**src/rtl/timer_countdown.sv**
```systemverilog
// MM:SS BCD countdown timer with per-bit preset/clear load,
// pause/resume and a one-cycle done pulse at 00:00.
module timer_countdown #(
  parameter int TICK_DIV = 50_000_000
) (
  input  logic       clk,
  input  logic       reset,
  input  logic       load,
  input  logic       start,
  input  logic       pause,
  input  logic [3:0] preset_us,
  input  logic [3:0] preset_ds,
  input  logic [3:0] preset_um,
  input  logic [3:0] preset_dm,
  input  logic [3:0] clear_us,
  input  logic [3:0] clear_ds,
  input  logic [3:0] clear_um,
  input  logic [3:0] clear_dm,
  output logic [3:0] us,
  output logic [3:0] ds,
  output logic [3:0] um,
  output logic [3:0] dm,
  output logic       running,
  output logic       done
);

  localparam int W = $clog2(TICK_DIV);
  localparam logic [W-1:0] LAST = W'(TICK_DIV - 1);

  typedef enum logic [1:0] {IDLE, RUN, PAUSED, DONE} state_t;

  state_t     state, state_n;
  logic [W-1:0] pre, pre_n;
  logic [3:0] us_n, ds_n, um_n, dm_n;
  logic       done_n;
  logic       zero;
  logic       last_sec;

  // clear dominates preset; untouched bits keep their value
  function automatic logic [3:0] ld(
    input logic [3:0] cur,
    input logic [3:0] p,
    input logic [3:0] c,
    input logic [3:0] mx
  );
    logic [3:0] v;
    v = (p & ~c) | (cur & ~p & ~c);
    return (v > mx) ? mx : v;
  endfunction

  assign zero     = (dm == 4'd0) && (um == 4'd0) &&
                    (ds == 4'd0) && (us == 4'd0);
  assign last_sec = (dm == 4'd0) && (um == 4'd0) &&
                    (ds == 4'd0) && (us == 4'd1);

  always_comb begin
    state_n = state;
    pre_n   = pre;
    us_n    = us;
    ds_n    = ds;
    um_n    = um;
    dm_n    = dm;
    done_n  = 1'b0;
    if (load) begin
      us_n    = ld(us, preset_us, clear_us, 4'd9);
      ds_n    = ld(ds, preset_ds, clear_ds, 4'd5);
      um_n    = ld(um, preset_um, clear_um, 4'd9);
      dm_n    = ld(dm, preset_dm, clear_dm, 4'd9);
      state_n = IDLE;
      pre_n   = '0;
    end else begin
      unique case (state)
        IDLE: begin
          if (start && !zero) begin
            state_n = RUN;
            pre_n   = '0;
          end
        end
        RUN: begin
          if (pause) begin
            state_n = PAUSED;
          end else if (pre == LAST) begin
            pre_n = '0;
            // RUN never holds 00:00, so dm cannot underflow here
            if (us != 4'd0) begin
              us_n = us - 4'd1;
            end else begin
              us_n = 4'd9;
              if (ds != 4'd0) begin
                ds_n = ds - 4'd1;
              end else begin
                ds_n = 4'd5;
                if (um != 4'd0) begin
                  um_n = um - 4'd1;
                end else begin
                  um_n = 4'd9;
                  dm_n = dm - 4'd1;
                end
              end
            end
            if (last_sec) begin
              state_n = DONE;
              done_n  = 1'b1;
            end
          end else begin
            pre_n = pre + W'(1);
          end
        end
        PAUSED: begin
          if (start && !pause) state_n = RUN;
        end
        DONE: begin
          state_n = DONE;
        end
        default: state_n = IDLE;
      endcase
    end
  end

  always_ff @(posedge clk) begin
    if (reset) begin
      state   <= IDLE;
      pre     <= '0;
      us      <= 4'd0;
      ds      <= 4'd0;
      um      <= 4'd0;
      dm      <= 4'd0;
      running <= 1'b0;
      done    <= 1'b0;
    end else begin
      state   <= state_n;
      pre     <= pre_n;
      us      <= us_n;
      ds      <= ds_n;
      um      <= um_n;
      dm      <= dm_n;
      running <= (state_n == RUN);
      done    <= done_n;
    end
  end

endmodule

```
**config.mk**
```make
export PLATFORM = sky130hd
export DESIGN_NAME = timer_countdown
export DESIGN_NICKNAME = d
export VERILOG_FILES = /design/src/rtl/timer_countdown.sv
export SDC_FILE = /design/constraint.sdc
export NUM_CORES = 1
export LEC_CHECK = 0
export ABC_AREA = 1
export ABC_CLOCK_PERIOD_IN_PS = 3700
export CORE_ASPECT_RATIO = 1.75
export CORE_MARGIN = 2
export CORE_UTILIZATION = 45
export CTS_BUF_LIST = sky130_fd_sc_hd__clkbuf_16
export CTS_CLUSTER_DIAMETER = 40
export DETAILED_ROUTE_END_ITERATION = 8
export GPL_TIMING_DRIVEN = 0
export PLACE_DENSITY_LB_ADDON = 0.15
export SLEW_MARGIN = 20
export SYNTH_ARGS = -nofsm -noshare
export SYNTH_HDL_FRONTEND = slang
export SYNTH_SLANG_ARGS = --single-unit
```
**constraint.sdc**
```tcl
create_clock -name clk -period 3.7 [get_ports clk]
set_clock_uncertainty 0.2 [all_clocks]
set_input_delay 0.74 -clock clk [delete_from_list [all_inputs] [get_ports clk]]
set_output_delay 0.74 -clock clk [all_outputs]
set_load 0.05 [all_outputs]
```
==> metrics, run 1 <==
outcome completed; H-Tree Depth 2; reg2reg start pre[0]$_SDFFE_PP0P_; All-Layer GR Usage between 20% and 30%; setup TNS 0 ns; dominant cells by area after synthesis dfxtp_1, nand2_1, nor2_1; RSZ-0062 raised after global routing false; fin worst setup slack 1.13 ns; largest net degree at the start of global routing 14; nets@finish 682; Setup violations, final 0; routed wire length ~10000 um; FF-to-FF End pre[17]$_SDFFE_PP0P_; commonest non-fill, non-tap cell in the layout nand2_1; EDFF count, synth 0; post-synthesis sequential area ratio between 20% and 30%; combinational share of power 27.6%; CTS tree yes; Die Ht between 100 and 150 um; vias per cell between 5 and 6; via count 3825; dpl hpwl approximately 7900 um; critical path endpoint um[0]; hold_sp pre[1]$_SDFFE_PP0P_; Layout Area Growth over Synthesis 23.0%; IO Pins 55; DIE AREA ~8200 um2; top cell type's share of synthesized area about 27%; register-to-register path setup slack 1.34 ns; CP Class flip-flop to output port; critical path startpoint um[0]$_SDFFE_PP0P_; reg2reg path depth 10; Min-Delay Path Class flip-flop to flip-flop; Max-cap violations 0; Max Slew Vio Count 0; top cell type by total area after synthesis dfxtp_1; clock share of power around 33%; Initial DRC Count 206; CP bufs+invs 1; Hold Fails Final Rpt 0; WHS Path Cells 2; ys async rst share 0%; Synthesized Nets between 600 and 700; sw frac about a third; peak supply drop ~0.20 mV; Leakage approximately 0.0018 uW; CTS buffer count 5; Antenna diodes 0; first-pass GRT wire length ~17000 um; Worst path max stage delay around 0.86 ns; Unique masters post-synth 35; synthesized cell area approximately 3400 um2; clock sink count 46; Worst Path Max Fanout 7; Rows 41; Routability Congestion roughly 0.95; min Tclk post-route 2.57 ns; Filler cells between 700 and 800; CP arrival 1.63 ns; Skew-Pair Late Insertion Delay between 0.2 and 0.3 ns; syn avg cell area 5.79 um2; Place WS between 0.9 and 1 ns; initial antenna violation count 0; router iterations before antenna repair 6; Gate Count Post-Synth 583; layout cells sized above 1 ~7.6%; Flop pwr share between 30% and 40%; CP top delay family buffers and inverters; relative slew slack between 60 and 70%; Routed wire per std cell around 14 um; Slew @ Worst Pin about 0.53 ns; register bit count reported by yosys 46; period utilization 69.4%; vias in the first global route ~3700; Routed Antenna Nets 0; Critical Path Slowest Stage Cell clkdlybuf4s50_1; width of the die just under 70 um; CTS Buffer Depth 2; Crit. path cell count 1; clock root buffer clkbuf_16; PortBufs 53; Gates resized, CTS repair 0; predominant post-synthesis flop cell dfxtp_1; Initial Util between 40% and 50%; critical path capture point type output port; Hold WS just under 0.3 ns; Power Density 327 nW/um2; YS warnings 0; DRC 0; Psw 460 uW; core area between 7000 and 8000 um2; post-CTS setup buffers 0; fmax 389 MHz; grt total ovfl 0; crit-path cells clkdlybuf4s50_1; CP required ~2.8 ns; startpoint types flip-flop; Clk pin slew, worst setup/hold paths ~0.06 ns; Internal about 900 uW; most frequent cells in the layout nand2_1, nor2_1, inv_1; Hold-fix buffers, CTS 0
-- flip-flops by register name, summed over array words and instances, names as in the netlist --
signal,flops
pre,26
done,1
ds,4
us,4
running,1
dm,4
um,4
state,2
-- how the worst min path moves through the flow --
stage | endpoint | slack (ns)
global placement | pre[1]$_SDFFE_PP0P_ | 0.28
detailed placement | pre[1]$_SDFFE_PP0P_ | 0.29
CTS | pre[1]$_SDFFE_PP0P_ | 0.30
finish | pre[1]$_SDFFE_PP0P_ | 0.29
global route | pre[1]$_SDFFE_PP0P_ | 0.34
floorplan | pre[1]$_SDFFE_PP0P_ | 0.26
-- layout make-up --
class                           count  area [um2]  share of cell area [%]
Inverter                           71         268                    6.45
Tap cell                           86         108                    2.59
Buffer                             14        85.1                    2.05
Clock inverter                      2        11.3                   0.271
Clock buffer                        5         125                    3.02
Multi-Input combinational cell    452        2100                    50.6
Sequential cell                    46         921                    22.2
Timing Repair Buffer               53         531                    12.8
-- layer usage --
layer	track usage (%)	share of wire, %	vias to the layer above
li1	-	-	1964
met1	25.0	36	1704
met5	0	0	-
met2	47.6	54	123
met3	2.73	3.7	34
met4	17.9	5.8	0
-- power groups by stage --
stage	logic (uW)	clock network, uW	registers, uW
CTS	375	449	537
global route	415	467	541
global placement	370	0	548
finish	375	444	538
floorplan	195	0	596
detailed placement	374	0	548
-- Yosys cell counts (2+ instances only) --
cell type,count
clkbuf_1,3
o21ai_1,3
inv_1,65
nand3_2,2
nand4_1,6
nor3_1,9
a21oi_1,40
nor2_2,10
nand3_1,49
o31ai_1,2
nand2_4,3
nor2_1,119
nor2_4,4
o21bai_1,7
dfxtp_1,46
nand2_2,4
xor2_1,4
inv_2,4
o21ai_0,23
nand2_1,157
ha_1,2
buf_2,8
-- cell families after synthesis --
logic type	count (synthesis)	synth area share, %
AND/OR/NAND/NOR	369	48.3
flip-flops	46	27.3
buffers and inverters	85	10.5
adder cells (fa/ha/maj)	2	0.741
XOR/XNOR	4	1.04
AO/OA/AOI/OAI	77	12.2
-- per-stage QoR --
step           total power, uW  std cells  utilization (%)  area (um2)
6_report                  1360        729             57.4        4150
3_5_place_dp               922        722             55.5        4010
3_3_place_gp               918        722             55.5        4010
4_1_cts                   1360        729             57.4        4150
2_1_floorplan              790        583                -        3370
5_1_grt                   1420        729             57.4        4150
Note: power is estimated with default switching activity, not from simulation.
==> inputs of run 2 (changes only) <==
--- a/config.mk
+++ b/config.mk
@@ -6,7 +6,7 @@
 export NUM_CORES = 1
 export LEC_CHECK = 0
 export ABC_AREA = 1
-export ABC_CLOCK_PERIOD_IN_PS = 3700
+export ABC_CLOCK_PERIOD_IN_PS = 2150
 export CORE_ASPECT_RATIO = 1.75
 export CORE_MARGIN = 2
 export CORE_UTILIZATION = 45
==> constraint.sdc (replaced) <==
create_clock -name clk -period 2.15 [get_ports clk]
set_clock_uncertainty 0.2 [all_clocks]
set_input_delay 0.43 -clock clk [delete_from_list [all_inputs] [get_ports clk]]
set_output_delay 0.43 -clock clk [all_outputs]
set_load 0.05 [all_outputs]
==> run 2 against run 1 <==
  * Sequential cell count unchanged
  * Sequential share of layout area decreased by 0.25 points
  * Via count increased by 1.8%
  * Sequential power increased by 72%
  * Clock-buffer cell count unchanged
  * Die area unchanged
==> metrics, run 2 (synthesis gave the netlist of run 1 again) <==
outcome completed; most frequent cells in the layout nand2_1, nor2_1, inv_1; Initial DRC Count 231; DIE AREA 8230 um2; PortBufs 53; period utilization between 90% and 100%; peak supply drop between 0.3 and 0.4 mV; combinational share of power between 20% and 30%; Routability Congestion 0.952; via count just under 4000; Power Density roughly 550 nW/um2; DRC 0; clock root buffer clkbuf_16; first-pass GRT wire length ~17000 um; CTS Buffer Depth 2; Worst path max stage delay just over 0.8 ns; startpoint types flip-flop; min Tclk post-route roughly 2.1 ns; IO Pins 55; reg2reg start dm[0]$_SDFFE_PP0P_; Min-Delay Path Class flip-flop to flip-flop; layout cells sized above 1 approximately a tenth; fmax ~480 MHz; router iterations before antenna repair 5; clock share of power roughly 33%; Clk pin slew, worst setup/hold paths 0.07 ns; reg2reg path depth 10; Filler cells 757; Internal ~1500 uW; Max-cap violations 0; routed wire length 10200 um; Psw approximately 800 uW; Hold Fails Final Rpt 0; sw frac about a third; critical path capture point type output port; Skew-Pair Late Insertion Delay slightly below 0.3 ns; Flop pwr share between 30% and 40%; initial antenna violation count 0; vias in the first global route between 3000 and 4000; grt total ovfl 0; Reg with most FFs pre; Hold WS just over 0.3 ns; CTS buffer count 5; register-to-register path setup slack roughly 0.14 ns; CP Class flip-flop to output port; Rows around 40; Routed Antenna Nets 0; CP required roughly 1.5 ns; Routed wire per std cell 13.9 um; finished layout cell area around 4200 um2; CP top delay family buffers and inverters; Max Slew Vio Count 0; width of the die between 60 and 70 um; Layout Area Growth over Synthesis 25.5%; All-Layer GR Usage roughly 25%; crit-path cells clkdlybuf4s50_1; Slew @ Worst Pin roughly 0.5 ns; Pwr Total 2350 uW; clock sink count 46; CP arrival between 1 and 1.5 ns; relative slew slack roughly 66%; Core Util, Final 58.6%; hold_sp pre[0]$_SDFFE_PP0P_; Die Ht approximately 120 um; H-Tree Depth 2; Leakage 0.00185 uW; setup TNS 0 ns; Initial Util between 40% and 50%; hold path endpoint pre[0]$_SDFFE_PP0P_; placed cell area 4010 um2; Largest register FFs 26; WHS Path Cells 2; CTS tree yes; commonest non-fill, non-tap cell in the layout nand2_1; vias per cell about 5.3; largest net degree at the start of global routing 14; CP bufs+invs 1; Critical Path Slowest Stage Cell clkdlybuf4s50_1; nets@finish 687; Worst Path Max Fanout 3; FF-to-FF End pre[16]$_SDFFE_PP0P_; Setup violations, final 0; core area 7230 um2; Antenna diodes 0; dpl hpwl 7900 um; Hold-fix buffers, CTS 0
[run 2: cell types whose count changed in the layout (fill, tap and decap cells not counted), moves of 3 or more]
cell	change
buf_4	+4
clkbuf_4	+3
clkdlybuf4s50_1	-14
dfxtp_1	-3
dlygate4sd2_1	+12
nand2_1	-3
nand2_2	+3
[run 2: layout make-up]
| type | count | area (um2) | area share, % |
|---|---|---|---|
| inverter | 71 | 269 | 6.35 |
| multi-input combinational | 452 | 2140 | 50.6 |
| timing repair buffer | 58 | 558 | 13.2 |
| tap | 86 | 108 | 2.54 |
| buffer | 14 | 91.3 | 2.16 |
| clock buffer | 5 | 125 | 2.95 |
| sequential | 46 | 930 | 21.9 |
| clock inverter | 2 | 11.3 | 0.266 |
[run 2: per-stage QoR]
stage               std cells  worst slack [ns]
floorplan                 583            0.0108
global route              734          -0.00517
detailed placement        722            -0.258
CTS                       729          -0.00937
global placement          722            -0.230
finish                    734            0.0614
[run 2: worst max path at each step]
stage	from	end	slack [ns]	cells after the start
floorplan	dm[0]$_SDFFE_PP0P_	pre[17]$_SDFFE_PP0P_	0.01	11
global placement	load	dm[2]$_SDFFE_PP0P_	-0.23	6
CTS	dm[0]$_SDFFE_PP0P_	pre[17]$_SDFFE_PP0P_	-0.009	11
finish	ds[3]$_SDFFE_PP0P_	ds[3]	0.06	1
global route	pre[1]$_SDFFE_PP0P_	pre[20]$_SDFFE_PP0P_	-0.005	13
detailed placement	load	dm[2]$_SDFFE_PP0P_	-0.26	6
[run 2: what timing repair did]
item	4_1_cts	5_1_grt
buffers inserted	0	5
pin swaps	0	7
endpoints found under the setup margin	32	43
resized for setup	16	20
[run 2: power groups by stage]
stage,clock [uW],sequential [uW],combinational [uW]
2_1_floorplan,0,1020,335
3_3_place_gp,0,943,637
3_5_place_dp,0,943,643
4_1_cts,773,924,634
5_1_grt,804,929,730
6_report,763,923,660
[run 2: per-layer routing]
layer | wire length [um] | up-vias | track usage (%)
met5 | 0 | - | 0
met4 | 629 | 0 | 17.9
met3 | 412 | 37 | 2.73
met2 | 5470 | 142 | 47.7
met1 | 3660 | 1741 | 25.0
li1 | - | 1974 | -
[run 2: worst min-delay path: cells and delay by family, from the launching register on]
kind / cells / cell delay (ns)
AO/OA/AOI/OAI: 1 / 0.05
flip-flops: 1 / 0.36
AND/OR/NAND/NOR: 1 / 0.06
==> RTL edit 1, RTL diff (config.mk and constraints of run 2) <==
Re-encode `state_t` (4 states) as one-hot, 4 bits wide.
--- a/src/rtl/timer_countdown.sv
+++ b/src/rtl/timer_countdown.sv
@@ -29,3 +29,3 @@
 
-  typedef enum logic [1:0] {IDLE, RUN, PAUSED, DONE} state_t;
+  typedef enum logic [3:0] {IDLE = 4'b0001, RUN = 4'b0010, PAUSED = 4'b0100, DONE = 4'b1000} state_t;
 
Function: same outputs for any inputs over 10 cycles, from zero or initial values and one cycle with reset high; not proved beyond that.
==> RTL edit 1 against run 2 <==
  * Setup slack worse by 0.040 ns
  * Wire length is 4.0% lower
  * Combinational power is 4.1% lower
  * Cell count is 6.0% lower
  * Critical endpoint is now us[3]
  * Cell area stayed put
  * Non-clock buffer count is 7 lower
  * Sequential cell count is 2 higher
  * Area after synthesis is 0.41% lower
  * Total power is 11% higher
==> RTL edit 1: results <==
group,metric,value,unit
outcome,outcome,"complete, no violations",
drt,avgViaCountPerCell,5.31,
logic_synthesis,ys_seq_area_share,28.6,%
logic_synthesis,ys_top_cells_by_count,"nand2_1 (139), nor2_1 (99), inv_1 (55), dfxtp_1 (48), nand3_1 (36)",
global_route,grt_usage,24.3,%
critical_path,critPathSlowestCell,"clkdlybuf4s50_1",
drt,ant_nets,0,
worst_hold_path,holdPathStages,2,
drt,wl_per_cell,14.2,µm
worst_hold_path,hp-start,"pre[1]$_SDFFE_PP0P_",
place,gp_congestion,0.916,
sta,slew_headroom,65.6,%
critical_path,r2r-start,"dm[1]$_SDFFE_PP0P_",
logic_synthesis,synth_cell_types,38,
global_route,grt_pass1_vias,3613,
drt,drtIter0Drc,211,
place,dpl-instance-area,4010,µm²
critical_path,r2r-end,"pre[25]$_SDFFE_PP0P_",
pwr,p_leak,1.70,nW
pwr,vdd_drop_max,0.309,mV
finish,antenna-diode-count,0,
critical_path,cpPeakStageDelay,0.82,ns
logic_synthesis,yosys-top-cells-area,"dfxtp_1 (29%), nand2_1 (16%), nor2_1 (11%)",
critical_path,r2r_slack,0.12,ns
critical_path,ff2ff_path_depth,10,
cts,cts_root_buf,"clkbuf_16",
drt,firstDrtPassIters,4,
place,port-buffer-count,54,
global_route,grt_start_max_net_pins,15,
logic_synthesis,synth_nets,581,
finish,final.fill_count,708,
critical_path,crit_arrival,1.50,ns
worst_hold_path,worstHoldEndpoint,"pre[1]$_SDFFE_PP0P_",
finish,fin_nets,643,
finish,drive_above_1_share,13.6,%
sta,holdWs,0.295,ns
global_route,grt_pass1_wl,16.1,mm
logic_synthesis,async_flop_share,0,%
place,place_hpwl,7.74,mm
critical_path,crit_family,"buffers and inverters",
## RTL edit 1: cell type report
cell class | count | area, µm² | share of cell area [%]
plain buffers | 10 | 77.6 | 1.83
clock buffers | 5 | 125 | 2.95
clock inverters | 2 | 60.1 | 1.42
inverters | 61 | 234 | 5.52
multi-input cells | 423 | 2130 | 50.3
flip-flops and latches | 48 | 962 | 22.7
well taps | 86 | 108 | 2.54
repair buffers | 55 | 538 | 12.7
## RTL edit 1: metal layers
layer	global-route usage, %	routed length (µm)
met5	0	0
met3	2.90	331
met2	48.4	5530
met4	15.0	518
met1	22.4	3390
## RTL edit 1: per-stage QoR
step	setup WS, ns	utilization, %	TNS, ns	std cells
CTS	0.0150	57.8	0	689
finish	0.0214	58.6	0	690
global route	-0.0770	58.6	-0.0964	690
floorplan	0.0279	-	0	542
global placement	-0.355	55.4	-7.43	682
detailed placement	-0.371	55.4	-7.90	682
## RTL edit 1: timing repair
action	4_1_cts	5_1_grt
setup endpoints to repair	21	27
resized for setup	13	13
pin swaps	0	3
setup buffers	0	1
endpoints found under the hold margin	0	0
## RTL edit 1: logic make-up (layout without fill, tap and decap cells)
group	Yosys count	count (layout)	share of synthesized area, %
AOI/OAI and AO/OA	76	76	14.1
xor gates and xnor gates	4	4	1.04
adders and majority gates	2	2	0.744
buffers and inverters	71	133	9.23
DFF	48	48	28.6
and+or+nand+nor	341	341	46.2
## RTL edit 1: how the worst max path moves through the flow
stage / slack, ns / from / end / cells after the start
floorplan: 0.03 / dm[1]$_SDFFE_PP0P_ / pre[9]$_SDFFE_PP0P_ / 11
global placement: -0.35 / load / pre[9]$_SDFFE_PP0P_ / 6
detailed placement: -0.37 / load / pre[25]$_SDFFE_PP0P_ / 6
CTS: 0.02 / um[2]$_SDFFE_PP0P_ / um[2] / 1
global route: -0.08 / load / um[1]$_SDFFE_PP0P_ / 7
finish: 0.02 / us[3]$_SDFFE_PP0P_ / us[3] / 1
## RTL edit 1: power by group
part / switching [mW] / internal, mW
Sequential: 0.0310 / 0.914
Combinational: 0.391 / 0.242
Clock: 0.365 / 0.661
==> RTL edit 2, RTL diff (flow settings as in run 2) <==
Without the edit above. `TICK_DIV`: 50_000_000 -> 25_000_000.
--- a/src/rtl/timer_countdown.sv
+++ b/src/rtl/timer_countdown.sv
@@ -3,3 +3,3 @@
 module timer_countdown #(
-  parameter int TICK_DIV = 50_000_000
+  parameter int TICK_DIV = 25_000_000
 ) (
Behaviour: no difference found for any inputs over 10 cycles, from zero or initial values and one cycle with reset high; that may be too few to reach the edited logic, so the function may still have changed.
==> RTL edit 2 against run 2 <==
  * Total power is 0.81% lower
  * Count of clock-buffer cells in the layout stayed put
  * Sequential cell count is 1 lower
  * Combinational power is 2% lower
  * Cell area is 3.2% lower
  * Area after synthesis is 2.9% lower
  * Die area is 2.7% lower
  * Non-clock buffer count is 9 lower
  * Setup slack better by 0.0078 ns
  * Core utilization is 1.1 points lower
  * Wire length is 6.4% lower
  * Worst hold slack worse by 0.012 ns
  * Largest cell class unchanged
==> RTL edit 2: results <==
group,metric,value,unit
drt,dr_wl_met3,270,µm
logic_synthesis,synth_compound_area_share,12.3,%
finish,fin_nets,653,
global_route,grtUsageMet3,4.11,%
critical_path,crit_end,"dm[1]",
place,port-buffer-count,54,
pwr,p_leak,1.94,nW
place,dp_slack,-0.466,ns
outcome,outcome,"complete, no violations",
place,place_hpwl,7.58,mm
place,place_inst,693,
cts,cts_resized,13,
finish,drive_above_1_share,9.43,%
logic_synthesis,yosys-top-cells-area,"dfxtp_1 (27%), nand2_1 (19%), nor2_1 (12%)",
critical_path,worstSetupStartpoint,"dm[1]$_SDFFE_PP0P_",
sta,worst_slew_pin_slew,0.531,ns
logic_synthesis,yosys.area_share.adder,0.763,%
critical_path,ff2ff_path_depth,12,
place,dpl-instance-area,3930,µm²
worst_hold_path,hp-start,"pre[1]$_SDFFE_PP0P_",
pwr,swShare,34.2,%
drt,avgViaCountPerCell,5.18,
critical_path,r2r-end,"pre[24]$_SDFFE_PP0P_",
drt,firstDrtPassIters,7,
global_route,grt_pass1_vias,3433,
drt,wl_met1,3.40,mm
pwr,comb_power_share,27.7,%
global_route,grtUsageMet1,23.9,%
place,gp_congestion,1.03,
-- RTL edit 2: changes by cell type in the layout (fill, tap and decap cells not counted), sizes merged, moves of 3 or more --
cell	run 2	this run
nand4	7	12
nand3b	1	4
inv	71	76
buf	13	7
o21ai	26	22
dlymetal6s2s	2	6
nand3	52	42
nand2	164	175
nor2	134	112
nor3	9	5
clkbuf	11	7
a21oi	40	28
-- RTL edit 2: layout make-up --
cell class / instances / share of cell area, %
multi-input cells: 423 / 49.8
flip-flops and latches: 45 / 22.0
repair buffers: 54 / 13.2
inverters: 76 / 6.96
clock buffers: 5 / 3.05
well taps: 86 / 2.63
plain buffers: 9 / 1.92
clock inverters: 3 / 0.427
-- RTL edit 2: per-stage QoR --
stage	total power [mW]	utilization (%)	setup TNS, ns
3_3_place_gp	1.56	55.1	-6.91
4_1_cts	2.34	57.0	0
5_1_grt	2.44	57.5	-0.0180
3_5_place_dp	1.57	55.1	-6.72
6_report	2.33	57.5	0
2_1_floorplan	1.35	-	0
